==> src/rtl/counter_timer_arbiter_pkg.sv <==
// counter_timer_arbiter_pkg
//   Shared definitions for the counter/timer arbiter slice: FSM state
//   encoding and default widths.
package counter_timer_arbiter_pkg;

   localparam int DEF_N_REQ = 4;
   localparam int DEF_CNT_W = 4;

   typedef enum logic [1:0] {
      ST_IDLE = 2'd0,
      ST_RUN  = 2'd1,
      ST_DONE = 2'd2
   } state_t;

endpackage

==> src/rtl/counter_timer_arbiter_if.sv <==
// counter_timer_arbiter_if
//   Bus between the requesters (master side) and the arbiter (slave side).
//   Handshake: req[i] is a level that acts as "valid" and must stay high for
//   the whole interval; grant[i] high means requester i owns the counter;
//   done[i] is a one-cycle pulse closing the interval. Dropping req[i] while
//   granted aborts the interval without a done pulse.
//   Signals:
//     req      requester -> arbiter  per-requester request level
//     req_len  requester -> arbiter  interval length, requester i at [i*CNT_W +: CNT_W]
//     tick_en  requester -> arbiter  count-enable strobe
//     grant    arbiter -> requester  one-hot owner, zero when idle
//     done     arbiter -> requester  end-of-interval pulse to the owner
//     busy     arbiter -> requester  high while running or finishing
//     count    arbiter -> requester  current counter value
interface counter_timer_arbiter_if
   import counter_timer_arbiter_pkg::*;
#(
   parameter int N_REQ = DEF_N_REQ,
   parameter int CNT_W = DEF_CNT_W
) ();

   logic [N_REQ-1:0]       req;
   logic [N_REQ*CNT_W-1:0] req_len;
   logic                   tick_en;
   logic [N_REQ-1:0]       grant;
   logic [N_REQ-1:0]       done;
   logic                   busy;
   logic [CNT_W-1:0]       count;

   modport master (
      output req, req_len, tick_en,
      input  grant, done, busy, count
   );

   modport slave (
      input  req, req_len, tick_en,
      output grant, done, busy, count
   );

endinterface

==> src/rtl/counter_timer_arbiter_rr_pick.sv <==
// rr_pick
//   Combinational round-robin picker. Searches circularly starting at the
//   index just after ptr and returns the first set request.
//   Ports:
//     req      in   N_REQ  request vector
//     ptr      in   IDX_W  index of the last winner
//     winner   out  N_REQ  one-hot winner (zero when no request)
//     win_idx  out  IDX_W  winner index (zero when no request)
//     any      out  1      at least one request present
module rr_pick #(
   parameter int N_REQ = 4,
   parameter int IDX_W = 2
) (
   input  logic [N_REQ-1:0] req,
   input  logic [IDX_W-1:0] ptr,
   output logic [N_REQ-1:0] winner,
   output logic [IDX_W-1:0] win_idx,
   output logic             any
);

   always_comb begin
      int  j;
      logic found;
      j       = 0;
      found   = 1'b0;
      winner  = '0;
      win_idx = '0;
      // k runs 1..N_REQ so the current pointer holder is considered last.
      for (int k = 1; k <= N_REQ; k++) begin
         j = int'(ptr) + k;
         if (j >= N_REQ) j = j - N_REQ;
         if (!found && req[IDX_W'(j)]) begin
            found               = 1'b1;
            winner[IDX_W'(j)]   = 1'b1;
            win_idx             = IDX_W'(j);
         end
      end
      any = found;
   end

endmodule

==> src/rtl/counter_timer_arbiter.sv <==
// counter_timer_arbiter
//   Shares one CNT_W-bit interval counter between N_REQ requesters. The
//   round-robin winner gets the counter for L tick_en strobes (L latched
//   from its req_len slice at grant time), then receives a done pulse.
//   Ports:
//     sysclk     in   system clock, all logic on posedge
//     reset      in   synchronous active-high reset
//     bus        slave side of counter_timer_arbiter_if
//     state_dbg  out  current FSM state
module counter_timer_arbiter
   import counter_timer_arbiter_pkg::*;
#(
   parameter int N_REQ = DEF_N_REQ,
   parameter int CNT_W = DEF_CNT_W
) (
   input  logic                    sysclk,
   input  logic                    reset,
   counter_timer_arbiter_if.slave  bus,
   output state_t                  state_dbg
);

   localparam int IDX_W = (N_REQ > 1) ? $clog2(N_REQ) : 1;

   state_t           state_q, state_nxt;
   logic [N_REQ-1:0] grant_q, grant_nxt;
   logic [N_REQ-1:0] done_q, done_nxt;
   logic             busy_q, busy_nxt;
   logic [CNT_W-1:0] count_q, count_nxt;
   logic [CNT_W-1:0] len_q, len_nxt;
   logic [IDX_W-1:0] ptr_q, ptr_nxt;

   logic [N_REQ-1:0] pick_onehot;
   logic [IDX_W-1:0] pick_idx;
   logic             pick_any;
   logic [CNT_W-1:0] sel_len;
   logic             owner_req;
   logic             last_tick;

   rr_pick #(
      .N_REQ (N_REQ),
      .IDX_W (IDX_W)
   ) u_pick (
      .req     (bus.req),
      .ptr     (ptr_q),
      .winner  (pick_onehot),
      .win_idx (pick_idx),
      .any     (pick_any)
   );

   // Length slice of the would-be winner.
   always_comb begin
      sel_len = '0;
      for (int i = 0; i < N_REQ; i++) begin
         if (pick_idx == IDX_W'(i)) sel_len = bus.req_len[i*CNT_W +: CNT_W];
      end
   end

   assign owner_req = |(bus.req & grant_q);
   assign last_tick = (count_q == (len_q - CNT_W'(1)));

   // State register and registered outputs.
   always_ff @(posedge sysclk) begin
      if (reset) begin
         state_q <= ST_IDLE;
         grant_q <= '0;
         done_q  <= '0;
         busy_q  <= 1'b0;
         count_q <= '0;
         len_q   <= '0;
         ptr_q   <= IDX_W'(N_REQ - 1);
      end else begin
         state_q <= state_nxt;
         grant_q <= grant_nxt;
         done_q  <= done_nxt;
         busy_q  <= busy_nxt;
         count_q <= count_nxt;
         len_q   <= len_nxt;
         ptr_q   <= ptr_nxt;
      end
   end

   // Next-state logic. Abort (owner drops req) beats a completing tick.
   always_comb begin
      state_nxt = state_q;
      case (state_q)
         ST_IDLE: begin
            if (pick_any) state_nxt = (sel_len == '0) ? ST_DONE : ST_RUN;
         end
         ST_RUN: begin
            if (!owner_req)                 state_nxt = ST_IDLE;
            else if (bus.tick_en && last_tick) state_nxt = ST_DONE;
         end
         ST_DONE: state_nxt = ST_IDLE;
         default: state_nxt = ST_IDLE;
      endcase
   end

   // Next values of the registered outputs and datapath.
   always_comb begin
      grant_nxt = grant_q;
      done_nxt  = '0;
      busy_nxt  = busy_q;
      count_nxt = count_q;
      len_nxt   = len_q;
      ptr_nxt   = ptr_q;
      case (state_q)
         ST_IDLE: begin
            if (pick_any) begin
               grant_nxt = pick_onehot;
               len_nxt   = sel_len;
               ptr_nxt   = pick_idx;
               count_nxt = '0;
               busy_nxt  = 1'b1;
               // Zero-length interval goes straight to DONE with its pulse.
               if (sel_len == '0) done_nxt = pick_onehot;
            end else begin
               grant_nxt = '0;
               busy_nxt  = 1'b0;
               count_nxt = '0;
            end
         end
         ST_RUN: begin
            if (!owner_req) begin
               grant_nxt = '0;
               busy_nxt  = 1'b0;
               count_nxt = '0;
            end else if (bus.tick_en) begin
               // Count holds at L-1 on the completing tick.
               if (last_tick) done_nxt  = grant_q;
               else           count_nxt = count_q + CNT_W'(1);
            end
         end
         default: begin
            grant_nxt = '0;
            busy_nxt  = 1'b0;
            count_nxt = '0;
         end
      endcase
   end

   assign bus.grant = grant_q;
   assign bus.done  = done_q;
   assign bus.busy  = busy_q;
   assign bus.count = count_q;
   assign state_dbg = state_q;

endmodule

==> src/flat_wrapper.sv <==
// flat-port wrapper written by rule: the top's interface ports become plain ports
module counter_timer_arbiter_flat import counter_timer_arbiter_pkg::*;
#(
   parameter int N_REQ = DEF_N_REQ,
   parameter int CNT_W = DEF_CNT_W
)
  (sysclk, reset, state_dbg, bus_req, bus_req_len, bus_tick_en, bus_grant, bus_done, bus_busy, bus_count);
  counter_timer_arbiter_if #(.N_REQ(N_REQ), .CNT_W(CNT_W)) bus_i ();
  input  logic sysclk;
  input  logic reset;
  output state_t state_dbg;
  input wire logic [$bits(bus_i.req)-1:0] bus_req;
  input wire logic [$bits(bus_i.req_len)-1:0] bus_req_len;
  input wire logic [$bits(bus_i.tick_en)-1:0] bus_tick_en;
  output wire logic [$bits(bus_i.grant)-1:0] bus_grant;
  output wire logic [$bits(bus_i.done)-1:0] bus_done;
  output wire logic [$bits(bus_i.busy)-1:0] bus_busy;
  output wire logic [$bits(bus_i.count)-1:0] bus_count;
  assign bus_i.req = bus_req;
  assign bus_i.req_len = bus_req_len;
  assign bus_i.tick_en = bus_tick_en;
  assign bus_grant = bus_i.grant;
  assign bus_done = bus_i.done;
  assign bus_busy = bus_i.busy;
  assign bus_count = bus_i.count;
  counter_timer_arbiter #(.N_REQ(N_REQ), .CNT_W(CNT_W)) u_core (.sysclk(sysclk), .reset(reset), .bus(bus_i), .state_dbg(state_dbg));
endmodule
==> config.mk <==
export PLATFORM = sky130hd
export DESIGN_NAME = counter_timer_arbiter_flat
export DESIGN_NICKNAME = d
export VERILOG_FILES = /design/src/rtl/counter_timer_arbiter_pkg.sv /design/src/rtl/counter_timer_arbiter_if.sv /design/src/rtl/counter_timer_arbiter_rr_pick.sv /design/src/rtl/counter_timer_arbiter.sv /design/src/flat_wrapper.sv
export SDC_FILE = /design/constraint.sdc
export NUM_CORES = 1
export LEC_CHECK = 0
export CORE_AREA = 3 3 81 83
export CTS_CLUSTER_SIZE = 20
export DETAILED_ROUTE_END_ITERATION = 8
export DIE_AREA = 0 0 84 86
export GPL_TIMING_DRIVEN = 1
export RECOVER_POWER = 100
export SETUP_SLACK_MARGIN = 0.2
export SLEW_MARGIN = 0
export SYNTH_ARGS = -nofsm -noshare
export SYNTH_HDL_FRONTEND = slang
export SYNTH_SLANG_ARGS = --single-unit
==> constraint.sdc <==
create_clock -name sysclk -period 5.88 [get_ports sysclk]
set_input_delay 1.764 -clock sysclk [delete_from_list [all_inputs] [get_ports sysclk]]
set_output_delay 1.764 -clock sysclk [all_outputs]
set_load 0.01 [all_outputs]
## Word-level counts from Yosys, hierarchy flattened

Cells that the tools add are included.

| word-level totals | value |
|---|---|
| register bits | 21 |
| bits of input ports | 23 |
| output and inout port bits | 15 |
| logic and storage cells | 120 |

| operators by class | value |
|---|---|
| $add $sub $neg | 10 |
| magnitude comparators | 12 |
| eq/ne operators | 8 |
| multiplexer cells | 57 |
| bitwise gates (word level) | 7 |
| reductions and logical operators | 19 |

Operators with widths:

| kind | count |
|---|---|
| 4-bit 2-to-1 mux | 15 |
| 2-bit 2-to-1 mux | 12 |
| 1-bit 2-to-1 mux | 18 |
| 2-bit by 4-bit < comparator with 1-bit output (second input constant) | 4 |
| 4-bit case mux with 2 select lines | 2 |
| 4-bit OR | 3 |
| 3-bit greater-or-equal comparator (second input constant) | 3 |
| 1-bit binary-select mux with 2-bit select | 4 |
| 1-bit demux with 2-bit select | 4 |
| 2-bit by 1-bit greater-or-equal comparator with 1-bit output (second input constant) | 4 |
| 1-bit logical AND | 8 |
| 2-bit by 1-bit subtractor with 2-bit output (second input constant) | 4 |
| 2-bit by 2-bit adder with 3-bit output (second input constant) | 2 |
| 2-bit AND reduction | 3 |
| 2-bit by 3-bit adder with 4-bit output (second input constant) | 1 |
| 4-bit by 1-bit adder with 4-bit output (second input constant) | 1 |
| 4-bit AND | 1 |
| 2-bit by 1-bit equality test with 1-bit output (second input constant) | 2 |
| 2-bit equality test (second input constant) | 2 |
| 4-bit equality test | 1 |
| 4-bit by 3-bit greater-or-equal comparator with 1-bit output (second input constant) | 1 |
| 2-bit logical NOT | 2 |
| 4-bit logical NOT | 1 |
| 2-bit case mux with 2 select lines | 1 |
| 10 further kinds | 14 |

## Logic depth before layout (Yosys ltp)

| depth | value |
|---|---|
| depth after elaboration | 25 |
| depth in mapped cells | 14 |
| depth with buffers taken out | 9 |

## Hierarchy

Synthesis repeated with hierarchy kept, for this count alone.

| second synthesis, totals | value |
|---|---|
| cells, all modules | 170 |
| area total of the unflattened synthesis | 1549.0 um^2 |

Modules (own cells, without submodules):

| module | instances | cells an instance | area each (um^2) |
|---|---|---|---|
| counter_timer_arbiter | 1 | 117 | 1071.0 |
| rr_pick | 1 | 53 | 478.0 |

## Least setup slack after synthesis

OpenSTA, ideal clock, no wires.

| timing | value |
|---|---|
| path kind | input port to flip-flop |
| from | in bus_req[1] |
| to | reg u_core.done_q[0], in the netlist u_core.bus.done[0] |
| data arrival time | 4.066 ns |
| data required time | 5.784 ns |
| setup slack | 1.719 ns |
| cell stages on the path | 9 |
| cell sequence | buf_2 > mux4_2 > nor2_1 > o21ai_1 > a32o_2 > mux2i_1 > or4b_1 > buf_2 > o41ai_2 |

| on the way | value |
|---|---|
| word-level cells in the longest chain between the ends | 22 |

Ends and longest elaborated chain:

| element | line | text |
|---|---|---|
| start, declared | flat_wrapper.sv:12 | `input wire logic [$bits(bus_i.req)-1:0] bus_req;` |
| 1-bit binary-select mux with 2-bit select | counter_timer_arbiter_rr_pick.sv:32 | `if (!found && req[IDX_W'(j)]) begin` |
| 1-bit 2-to-1 mux (implied by the code) (2 in series) | counter_timer_arbiter_rr_pick.sv:32 |  |
| 1-bit 2-to-1 mux | counter_timer_arbiter_rr_pick.sv:32 |  |
| 1-bit logical NOT | counter_timer_arbiter_rr_pick.sv:32 |  |
| 1-bit logical AND | counter_timer_arbiter_rr_pick.sv:32 |  |
| 1-bit 2-to-1 mux | counter_timer_arbiter_rr_pick.sv:32 |  |
| 1-bit logical NOT | counter_timer_arbiter_rr_pick.sv:32 |  |
| 1-bit logical AND | counter_timer_arbiter_rr_pick.sv:32 |  |
| [... 2 more ...] | n/a |  |
| 1-bit logical AND | counter_timer_arbiter_rr_pick.sv:32 |  |
| 2-bit 2-to-1 mux | counter_timer_arbiter_rr_pick.sv:32 |  |
| 2-bit logical NOT | counter_timer_arbiter.sv:54 | `if (pick_idx == IDX_W'(i)) sel_len = bus.req_len[i*CNT_W +: CNT_W];` |
| 4-bit 2-to-1 mux (4 in series) | counter_timer_arbiter.sv:54 |  |
| 4-bit logical NOT | counter_timer_arbiter.sv:115 | `if (sel_len == '0) done_nxt = pick_onehot;` |
| 4-bit 2-to-1 mux | counter_timer_arbiter.sv:115 |  |
| 4-bit 2-to-1 mux | counter_timer_arbiter.sv:108 | `if (pick_any) begin` |
| 4-bit case mux with 2 select lines (*) | counter_timer_arbiter.sv:106 | `case (state_q)` |
| end signal, assigned | counter_timer_arbiter.sv:74 | `done_q <= done_nxt;` |
| end, declared | counter_timer_arbiter.sv:26 | `logic [N_REQ-1:0] done_q, done_nxt;` |

Every way passes the cells marked *; elsewhere a longest branch is shown, timed or not. The select of a mux whose other input is x is not followed.
A chain may end at the register's enable or synchronous reset.

## Worst setup path after layout

| timing | value |
|---|---|
| from | in bus_req[0] |
| to | reg u_core.done_q[1], in the netlist u_core.bus.done[1] |

The elaborated chain is that of the path after synthesis.

==> flow_summary.html <==
<table>
<tr><th>Metric</th><th>Value</th></tr>
<tr><th colspan="2">Outcome</th></tr>
<tr><td>Status</td><td>finished, final reports clean</td></tr>
<tr><th colspan="2">Cells and area</th></tr>
<tr><td>Ratio of cells with drive above 1 in the final layout</td><td>0.0601</td></tr>
<tr><td>Number of antenna repair diodes</td><td>0</td></tr>
<tr><td>Fill cells</td><td>621</td></tr>
<tr><td>Net count reported at finish</td><td>267</td></tr>
<tr><td>Post-Layout Cell Count</td><td>308</td></tr>
<tr><td>Syn-to-layout area delta</td><td>23.0%</td></tr>
<tr><th colspan="2">Critical path</th></tr>
<tr><td>End of the worst register-to-register path</td><td>u_core.bus.done[1]</td></tr>
<tr><td>Source of the worst register-to-register timing path</td><td>u_core.ptr_q[1]</td></tr>
<tr><td>Kind of end point of the critical path</td><td>flip-flop</td></tr>
<tr><td>Signal arrival time at the worst endpoint</td><td>5.06 ns</td></tr>
<tr><td>Worst EP required</td><td>6.03 ns</td></tr>
<tr><td>Reg-to-reg slack, setup</td><td>1.79 ns</td></tr>
<tr><td>Maximum net fanout on the critical path</td><td>12</td></tr>
<tr><td>Crit-path slowest cell</td><td>sky130_fd_sc_hd__dlygate4sd3_1</td></tr>
<tr><td>Delay of the slowest critical-path stage</td><td>0.70 ns</td></tr>
<tr><td>Crit path launch type</td><td>primary input</td></tr>
<tr><td>CP Buf/Inv Count</td><td>1</td></tr>
<tr><td>FF-to-FF path depth</td><td>9</td></tr>
<tr><td>Critical Path, Cell by Cell</td><td>dlygate4sd3_1, mux4_2, nor2b_1, o21ai_0, nand3_1, mux2i_1, or4b_1, o41ai_1</td></tr>
<tr><td>Critical path class</td><td>in -&gt; reg</td></tr>
<tr><td>Largest delay share family, worst path</td><td>simple AND/OR/NAND/NOR gates</td></tr>
<tr><th colspan="2">Placed design</th></tr>
<tr><td>Placed wire-length estimate</td><td>3290 um</td></tr>
<tr><td>Routability congestion estimate from global placement</td><td>0.807</td></tr>
<tr><td>Instance count after placement with tap cells included</td><td>304</td></tr>
<tr><td># port buffers</td><td>37</td></tr>
<tr><th colspan="2">Floorplanning</th></tr>
<tr><td>Die Wd</td><td>84 um</td></tr>
<tr><td>Ports</td><td>38</td></tr>
<tr><td>Floorplan Core Area</td><td>5920 um^2</td></tr>
<tr><td>Area of the die</td><td>7220 um^2</td></tr>
<tr><td>Effective utilization at floorplan</td><td>0.298</td></tr>
<tr><td>Height of the die</td><td>86 um</td></tr>
<tr><td>Std cell rows</td><td>28</td></tr>
<tr><th colspan="2">Global routing</th></tr>
<tr><td>Via count of the first global-routing pass</td><td>1517</td></tr>
<tr><td>Initial antenna violation count</td><td>0</td></tr>
<tr><td>Global-route wire length before repair</td><td>7350 um</td></tr>
<tr><td>Sum of overflow across all layers after global routing</td><td>0</td></tr>
<tr><td>Total GRT Usage</td><td>0.122</td></tr>
<tr><td>Pin count of the biggest net entering global routing</td><td>23</td></tr>
<tr><th colspan="2">Clock tree</th></tr>
<tr><td>CTS sink cnt</td><td>21</td></tr>
<tr><td>Worst skew pair latency</td><td>0.26 ns</td></tr>
<tr><td>Hold-fix buffer count after cts</td><td>0</td></tr>
<tr><td>Cell chosen for the clock root</td><td>sky130_fd_sc_hd__clkbuf_8</td></tr>
<tr><td>Resized Gates After CTS</td><td>0</td></tr>
<tr><td>Clock tree from TritonCTS</td><td>yes</td></tr>
<tr><td>Post-CTS setup buffer count</td><td>0</td></tr>
<tr><td>Max Root-Sink Buffers</td><td>2</td></tr>
<tr><td>Number of buffers created by CTS</td><td>3</td></tr>
<tr><td>H-Tree Depth</td><td>1</td></tr>
<tr><td>Clock slew at reported path FFs</td><td>0.07 ns</td></tr>
<tr><th colspan="2">STA</th></tr>
<tr><td>Final clock skew</td><td>0.00202 ns</td></tr>
<tr><td>Setup_tns</td><td>0 ns</td></tr>
<tr><td>Setup repair after global routing missed its margin</td><td>no</td></tr>
<tr><td>Max Fclk</td><td>0.204 GHz</td></tr>
<tr><td>Slew margin rel.</td><td>0.419</td></tr>
<tr><td>Final setup violation count</td><td>0</td></tr>
<tr><td>Part of the cycle the worst path needs</td><td>0.835</td></tr>
<tr><td>Number of hold violations in the final report</td><td>0</td></tr>
<tr><td>Number of slew-limit violations in the final report</td><td>0</td></tr>
<tr><td>Minimum clock period</td><td>4.91 ns</td></tr>
<tr><td>Transition time at the pin with the least slew margin</td><td>0.859 ns</td></tr>
<tr><th colspan="2">Synth</th></tr>
<tr><td>Ys Warns</td><td>0</td></tr>
<tr><td>Distinct cells, synth</td><td>49</td></tr>
<tr><td>Register bit total from synthesis</td><td>21</td></tr>
<tr><td>Leading post-synthesis cells by cell area</td><td>sky130_fd_sc_hd__dfxtp_1 (24%), sky130_fd_sc_hd__mux2i_1 (7.9%), sky130_fd_sc_hd__ha_1 (7.1%)</td></tr>
<tr><td>Netlist Area Pre-Place</td><td>1770 um^2</td></tr>
<tr><td>Synthesized area per cell</td><td>8.57 um^2</td></tr>
<tr><td>Proportion of netlist area held by the largest area contributor</td><td>0.238</td></tr>
<tr><td>Async S/R FF share, synth</td><td>0</td></tr>
<tr><td>Yosys top cell by area</td><td>sky130_fd_sc_hd__dfxtp_1</td></tr>
<tr><td>Fraction of the yosys area taken by sequential cells</td><td>0.238</td></tr>
<tr><td>Most used flip-flop cell after synthesis</td><td>sky130_fd_sc_hd__dfxtp_1</td></tr>
<tr><td>Net count after synthesis</td><td>239</td></tr>
<tr><td>Number of enable flip-flop cells after synthesis</td><td>0</td></tr>
<tr><td>Cell count after synthesis</td><td>206</td></tr>
<tr><th colspan="2">Hold path</th></tr>
<tr><td>Number of instances on the worst hold path</td><td>2</td></tr>
<tr><td>Path category of the worst min-delay check</td><td>reg -&gt; reg</td></tr>
<tr><td>Launch point of the worst hold path</td><td>u_core.bus.busy</td></tr>
<tr><td>Hold Crit Endpoint</td><td>u_core.bus.busy</td></tr>
<tr><th colspan="2">Power</th></tr>
<tr><td>Peak VDD IR</td><td>112 uV</td></tr>
<tr><td>Overall power of the completed layout</td><td>0.898 mW</td></tr>
<tr><td>Power Density</td><td>414 nW/um^2</td></tr>
<tr><td>Leakage</td><td>0.856 nW</td></tr>
<tr><th colspan="2">Flow run</th></tr>
<tr><td>Total of max-cap violations</td><td>0</td></tr>
<tr><th colspan="2">Drt</th></tr>
<tr><td>Final Routed Wirelength</td><td>4290 um</td></tr>
<tr><td>Average wire length per cell after detail routing</td><td>13.9 um</td></tr>
<tr><td>Count of vias placed by the detailed router</td><td>1612</td></tr>
<tr><td># DRC</td><td>0</td></tr>
<tr><td>Number of search-and-repair iterations in the first detailed-routing pass</td><td>4</td></tr>
<tr><td>Post-route ant nets</td><td>0</td></tr>
<tr><td>Number of DRC markers in iteration 0</td><td>87</td></tr>
<tr><td>Per-cell via count in the routed design</td><td>5.23</td></tr>
</table>
metrics by stage:
step	instance area [um^2]	hold WS, ns	utilization	setup WS [ns]
2_1_floorplan	1770	0.481	-	1.72
3_3_place_gp	2170	0.451	0.366	0.892
3_5_place_dp	2170	0.452	0.366	0.775
4_1_cts	2210	0.463	0.374	1.06
5_1_grt	2170	0.485	0.367	0.766
6_report	2170	0.457	0.367	0.970
flip-flops by register name (all words and copies together) (netlist names):
signal,count
u_core.bus.count,4
u_core.bus.done,4
u_core.bus.grant,4
u_core.len_q,4
u_core.ptr_q,2
u_core.state_dbg,2
u_core.bus.busy,1
worst register-to-register path, delay by kind of cell (launching register included):
family,cells,cell delay [ns]
and+or+nand+nor,2,0.95
muxes,2,0.68
buffers and inverters,1,0.30
AOI/OAI and AO/OA,3,0.80
DFF,1,0.63
adders and majority gates,1,0.63
Yosys cell counts, drive strengths merged, types with 3 or more instances:
library cell,instances
a21oi,7
o41ai,5
buf,11
mux4,4
a31oi,5
o21ai,8
or2,4
nand2b,8
inv,9
mux2i,14
nand3,5
xor2,4
nand2,15
ha,10
nor2,20
xnor2,6
nor2b,3
a22oi,4
o211ai,5
a221oi,3
a2111oi,4
dfxtp,21
clkbuf,5
cells in the final DEF (no fill, tap or decap), types with 2 or more instances in the layout:
cell	count
sky130_fd_sc_hd__dfxtp_1	21
sky130_fd_sc_hd__nor2_1	20
sky130_fd_sc_hd__clkdlybuf4s50_1	20
sky130_fd_sc_hd__dlygate4sd3_1	17
sky130_fd_sc_hd__nand2_1	15
sky130_fd_sc_hd__mux2i_1	14
sky130_fd_sc_hd__ha_1	10
sky130_fd_sc_hd__inv_1	9
sky130_fd_sc_hd__nand2b_1	8
sky130_fd_sc_hd__a21oi_1	7
sky130_fd_sc_hd__o21ai_0	7
sky130_fd_sc_hd__xnor2_1	6
sky130_fd_sc_hd__o41ai_1	5
sky130_fd_sc_hd__a31oi_1	5
sky130_fd_sc_hd__o211ai_1	5
sky130_fd_sc_hd__nand3_1	5
sky130_fd_sc_hd__xor2_1	4
sky130_fd_sc_hd__mux4_2	4
sky130_fd_sc_hd__a2111oi_0	4
sky130_fd_sc_hd__a22oi_1	4
sky130_fd_sc_hd__a221oi_1	3
sky130_fd_sc_hd__nor2b_1	3
sky130_fd_sc_hd__or2_2	3
sky130_fd_sc_hd__clkbuf_8	3
sky130_fd_sc_hd__a22o_1	2
sky130_fd_sc_hd__nor3_1	2
sky130_fd_sc_hd__nor4b_1	2
sky130_fd_sc_hd__a211o_1	2
sky130_fd_sc_hd__a32oi_1	2
sky130_fd_sc_hd__clkbuf_1	2
metal layers:
| layer | vias up | share of wire | global-route usage |
|---|---|---|---|
| li1 | 817 | - | - |
| met1 | 743 | 0.44 | 0.151 |
| met2 | 48 | 0.50 | 0.220 |
| met3 | 4 | 0.055 | 0.0288 |
| met4 | 0 | 0.010 | 0.0219 |
| met5 | - | 0 | 0 |
power breakdown:
group | total (mW) | internal [mW] | switching [mW]
combinational | 0.590 | 0.271 | 0.320
sequential | 0.214 | 0.175 | 0.0386
clock | 0.0934 | 0.0482 | 0.0452
cell type report:
type	count	area, um^2	area share
timing repair buffer	39	382	0.176
clock buffer	4	45.0	0.0207
inverter	9	33.8	0.0156
multi-input combinational	160	1200	0.551
sequential	21	420	0.194
tap	75	93.8	0.0432
worst max-delay path by stage:
| stage | startpoint | endpoint | depth (start not counted) |
|---|---|---|---|
| CTS | bus_req[0] | u_core.bus.done[1] | 8 |
| global placement | bus_req[3] | u_core.bus.done[3] | 8 |
| detailed placement | bus_req[0] | u_core.bus.done[1] | 8 |
| global route | bus_req[0] | u_core.bus.done[1] | 8 |
| floorplan | bus_req[1] | u_core.bus.done[0] | 9 |
| finish | bus_req[0] | u_core.bus.done[1] | 8 |
cells by family after synthesis:
logic type                 count (synthesis)  share of synthesized area
and+or+nand+nor                           63                      0.174
adders and majority gates                 10                     0.0709
xor gates and xnor gates                  10                     0.0496
AOI/OAI and AO/OA                         57                      0.257
buffers and inverters                     25                     0.0673
DFF                                       21                      0.238
muxes                                     20                      0.143
Note: power is estimated with default switching activity, not from simulation.
